File: src/rtl/range_stats.sv
// Framed min/max/range tracker with signed or unsigned ordering, a per-sample qualifier,
// a saturating sample counter and a one-cycle completion pulse.
module range_stats #(
  parameter int WIDTH  = 8,
  parameter int CNT_W  = 8,
  parameter int SIGNED = 0
) (
  input  logic             clk,
  input  logic             rst_n,
  input  logic [WIDTH-1:0] data_in,
  input  logic             go,
  input  logic             finish,
  input  logic             sample_en,
  output logic [WIDTH-1:0] min_out,
  output logic [WIDTH-1:0] max_out,
  output logic [WIDTH-1:0] range_out,
  output logic [CNT_W-1:0] count_out,
  output logic             done,
  output logic             busy,
  output logic             error,
  output logic             overflow
);

  typedef enum logic [1:0] {ST_IDLE, ST_RUN, ST_ERROR} state_t;

  localparam logic [CNT_W-1:0] CNT_ONE = {{(CNT_W-1){1'b0}}, 1'b1};
  localparam logic [CNT_W-1:0] CNT_MAX = '1;

  state_t           state, state_next;
  logic [WIDTH-1:0] run_min, run_max;
  logic [CNT_W-1:0] run_cnt;
  logic             run_ovf;

  logic             start, commit, merge, cnt_sat;
  logic [WIDTH-1:0] merged_min, merged_max;
  logic [CNT_W-1:0] merged_cnt;
  logic             merged_ovf;

  function automatic logic less_than(input logic [WIDTH-1:0] a, input logic [WIDTH-1:0] b);
    if (SIGNED != 0) return $signed(a) < $signed(b);
    else             return a < b;
  endfunction

  always_ff @(posedge clk or negedge rst_n) begin
    if (!rst_n) state <= ST_IDLE;
    else        state <= state_next;
  end

  always_comb begin
    state_next = state;
    start      = 1'b0;
    commit     = 1'b0;
    case (state)
      ST_IDLE: begin
        if (go && !finish) begin
          state_next = ST_RUN;
          start      = 1'b1;
        end else if (go || finish) begin
          state_next = ST_ERROR;
        end
      end
      ST_RUN: begin
        if (go) begin
          state_next = ST_ERROR;
        end else if (finish) begin
          state_next = ST_IDLE;
          commit     = 1'b1;
        end
      end
      ST_ERROR: begin
        if (go && !finish) begin
          state_next = ST_RUN;
          start      = 1'b1;
        end
      end
      default: state_next = ST_IDLE;
    endcase
  end

  // Running values with the current cycle's sample folded in; also used as the finish-cycle result.
  always_comb begin
    merge      = (state == ST_RUN) && !go && sample_en;
    cnt_sat    = (run_cnt == CNT_MAX);
    merged_min = (merge && less_than(data_in, run_min)) ? data_in : run_min;
    merged_max = (merge && less_than(run_max, data_in)) ? data_in : run_max;
    merged_cnt = (merge && !cnt_sat) ? run_cnt + CNT_ONE : run_cnt;
    merged_ovf = run_ovf | (merge && cnt_sat);
  end

  always_ff @(posedge clk or negedge rst_n) begin
    if (!rst_n) begin
      run_min <= '0;
      run_max <= '0;
      run_cnt <= '0;
      run_ovf <= 1'b0;
    end else if (start) begin
      run_min <= data_in;
      run_max <= data_in;
      run_cnt <= CNT_ONE;
      run_ovf <= 1'b0;
    end else if (state == ST_RUN) begin
      run_min <= merged_min;
      run_max <= merged_max;
      run_cnt <= merged_cnt;
      run_ovf <= merged_ovf;
    end
  end

  // Results only move on a successful finish; they hold through errors and later sessions.
  always_ff @(posedge clk or negedge rst_n) begin
    if (!rst_n) begin
      min_out   <= '0;
      max_out   <= '0;
      range_out <= '0;
      count_out <= '0;
      overflow  <= 1'b0;
      done      <= 1'b0;
      busy      <= 1'b0;
      error     <= 1'b0;
    end else begin
      done  <= commit;
      busy  <= (state_next == ST_RUN);
      error <= (state_next == ST_ERROR);
      if (commit) begin
        min_out   <= merged_min;
        max_out   <= merged_max;
        range_out <= merged_max - merged_min;
        count_out <= merged_cnt;
        overflow  <= merged_ovf;
      end
    end
  end

endmodule
File: config.mk
export PLATFORM = sky130hd
export DESIGN_NAME = range_stats
export DESIGN_NICKNAME = d
export VERILOG_FILES = /design/src/rtl/range_stats.sv
export SDC_FILE = /design/constraint.sdc
export NUM_CORES = 1
export LEC_CHECK = 0
export BUFFER_PORTS_ARGS = -buffer_cell sky130_fd_sc_hd__buf_2
export CORE_AREA = 2 2 118 120
export CTS_CLUSTER_DIAMETER = 120
export CTS_CLUSTER_SIZE = 12
export DETAILED_ROUTE_END_ITERATION = 8
export DIE_AREA = 0 0 120 122
export SYNTH_ARGS = -nofsm -noshare
export SYNTH_HDL_FRONTEND = slang
export SYNTH_SLANG_ARGS = --single-unit
File: constraint.sdc
create_clock -name clk -period 5.7 [get_ports clk]
set_input_delay 0.855 -clock clk [delete_from_list [all_inputs] [get_ports clk]]
set_output_delay 0.855 -clock clk [all_outputs]
set_load 0.02 [all_outputs]
==> results.cfg <==
[yosys]
async_flop_share_pct = 100
yosysSeqAreaShare_pct = 47.8
ys_types = 42
synth_enable_flop_cells = 0
yosysTopAreaCell = dfrtp_1
syn_inst = 348
synth_area_per_cell_um2 = 9.47
synthesis.nets = 384
yosysWarnings = 0
synth.top_cells.by_area = dfrtp_1, ha_1, o21ai_0
synth_top_area_share_pct = 47.8
synth_ff_type = dfrtp_1
netlist_area_mm2 = 0.00330
ys_ff_latch = 63

[die]
coreArea_mm2 = 0.0135
dieArea_mm2 = 0.0146
fp-row-count = 43
start_util_pct = 24.4
die_x_um = 120
die_h_um = 122
pin_count = 49

[layout]
final-seq-area_mm2 = 0.00158
drive_above_1_share_pct = 21.0
n_antenna_cell = 0
syn_to_final_growth_pct = 24.4
nNetsFinal = 436
multi_input_area_mm2 = 0.00161
final_common_cell = nand2_1
fill_cells = 1389
layout_common_cells = nand2_1, dfrtp_1, o21ai_0

[power]
p_per_area_mw_per_mm2 = 420
power_mw = 1.72
ir_drop_uv = 163
power_leakage_nw = 1.99

[critical_path]
slowest_delay_ns = 0.41
cp_top_family = compound AO/OA/AOI/OAI gates
crit_required_ns = 5.92
end_kind = register
cp-start-kind = primary input
worstSetupPathType = primary input to register
cp_cell_sequence = buf_2, inv_1, ha_1, a211oi_1, nor2_1, a2111oi_2, buf_4, mux2i_1, inv_1, ha_1, a21o_1, a21oi_1, o21ai_0, o41ai_1, or4_1, nand3_1
cp_num_buf_inv = 4
arrival_ns = 4.15
crit_fanout = 12
slowest_stage = mux2i_1

[clocking]
post_cts_buffers = 0
hold_buffers = 0
clkSlewWorstSetupHoldPaths_ns = 0.05
clock_latency_ns = 0.34
cts_num_sinks = 63
cts_resized = 0
cts_buffers = 9
tritoncts = done
clockBufferDepth = 2
ctsRootBufferMaster = clkbuf_16
cts.htree.levels = 3

[timing]
tightest_slew_ns = 0.948
rsz0062_at_grt = false
max_slew_margin_pct = 36.6
timing.final.crit_period_ns = 3.94
drv_slew = 0
period_share_pct = 69.0
setup_violations = 0
max_clock_freq_mhz = 254
finalSetupTns_ns = 0
clock-skew-final_ns = 0.00292
hold_viol_final = 0

[route]
vias = 2578
drc = 0
ant_nets = 0
wire_per_inst_um = 13.2
vias_per_cell = 4.41
drt-initial-drc-count = 138
wirelength_um = 7710
firstDrtPassIters = 4

[placement]
io_buffer_count = 48
dpl.hpwl_um = 5760
routabilityCongestion = 0.813

[hold_path]
min_path_type = register to register

[grt]
antenna_found_initial = 0
gr-total-overflow = 0
track_usage_pct = 11.3
grt_pass1_vias = 2641
grt_max_degree = 64
grt_pass1_wl_um = 12900

[status]
status = finished clean

[job]
drv_cap = 0
==> through the flow <==
step / worst slack (ns) / util [%] / instances / instance area, um^2 / hold WS [ns]
after floorplan: 1.76 / - / 348 / 3300 / 0.450
after global placement: 1.59 / 27.8 / 569 / 3750 / 0.451
after detailed placement: 1.44 / 27.8 / 569 / 3750 / 0.465
after CTS: 1.77 / 30.4 / 585 / 4100 / 0.478
after global routing: 1.47 / 30.4 / 585 / 4100 / 0.503
final: 1.76 / 30.4 / 585 / 4100 / 0.468
==> synthesized netlist by cell type (2+ instances only) <==
cell type and n:
a211oi_1 4, a21o_1 2, a21oi_1 12, a31oi_1 3, and2_1 2, and3_1 2
and4_1 3, clkbuf_1 10, dfrtp_1 63, ha_1 22, inv_1 19, mux2_2 11
mux2i_1 4, nand2_1 69, nand2b_1 3, nand3_1 3, nand4_1 2, nor2_1 18
nor2b_1 6, o21ai_0 55, o21ai_1 2, o22ai_1 2, xnor2_1 7, xor2_1 6
==> worst register-to-register path, cell delays in order (launching register included) <==
cell,delay [ns]
dfrtp_1,0.40
ha_1,0.30
a211oi_1,0.21
o21ai_0,0.14
a2111oi_2,0.31
buf_4,0.26
mux2i_1,0.41
inv_1,0.09
ha_1,0.28
a21o_1,0.18
a21oi_1,0.20
o21ai_0,0.15
o41ai_1,0.32
or4_1,0.16
nand3_1,0.07
==> final timing paths <==
path                                          start                       end  slack, ns  depth (start not counted)
min in group asynchronous                     rst_n  count_out[4]$_DFFE_PN0P_       0.69                          2
setup reg to reg             run_max[2]$_DFFE_PN0P_  range_out[7]$_DFFE_PN0P_       2.09                         14
setup / recovery                         data_in[5]  range_out[7]$_DFFE_PN0P_       1.76                         16
hold / removal             count_out[6]$_DFFE_PN0P_  count_out[6]$_DFFE_PN0P_       0.47                          2
max in group asynchronous                     rst_n    max_out[7]$_DFFE_PN0P_       4.48                          2
hold reg to reg            count_out[6]$_DFFE_PN0P_  count_out[6]$_DFFE_PN0P_       0.47                          2
==> area by class of cell <==
cell class | instances | area share (%)
sequential | 63 | 38.4
inverter | 20 | 1.83
timing repair buffer | 52 | 6.59
tap | 180 | 5.49
multi-input combinational | 254 | 39.2
clock inverter | 6 | 2.62
clock buffer | 10 | 5.83
==> power by group <==
group	switching, mW	internal, mW	total, mW
clock	0.204	0.437	0.641
combinational	0.298	0.182	0.480
sequential	0.0606	0.542	0.603
total	0.562	1.16	1.72
==> cells by family after synthesis <==
| group | after synthesis | synth area share, % |
|---|---|---|
| AND/OR/NAND/NOR | 115 | 15.8 |
| flip-flops | 63 | 47.8 |
| buffers and inverters | 31 | 3.57 |
| AO/OA/AOI/OAI | 88 | 15.5 |
| multiplexers | 15 | 4.97 |
| XOR/XNOR | 13 | 3.45 |
| adder cells (fa/ha/maj) | 23 | 8.96 |
==> routing by layer <==
metal	vias to the layer above	track usage (%)	part of all wire, %
met2	50	17.3	43
met5	-	0	0
met1	1212	14.1	47
met4	0	6.54	2.9
li1	1298	-	-
met3	18	3.60	6.3
==> state kept, by name (all words and copies together) (netlist names) <==
register,cells
busy,1
count_out,8
done,1
error,1
max_out,8
min_out,8
overflow,1
range_out,8
run_cnt,8
run_max,8
run_min,8
run_ovf,1
state,2
Note: power is estimated with default switching activity, not from simulation.
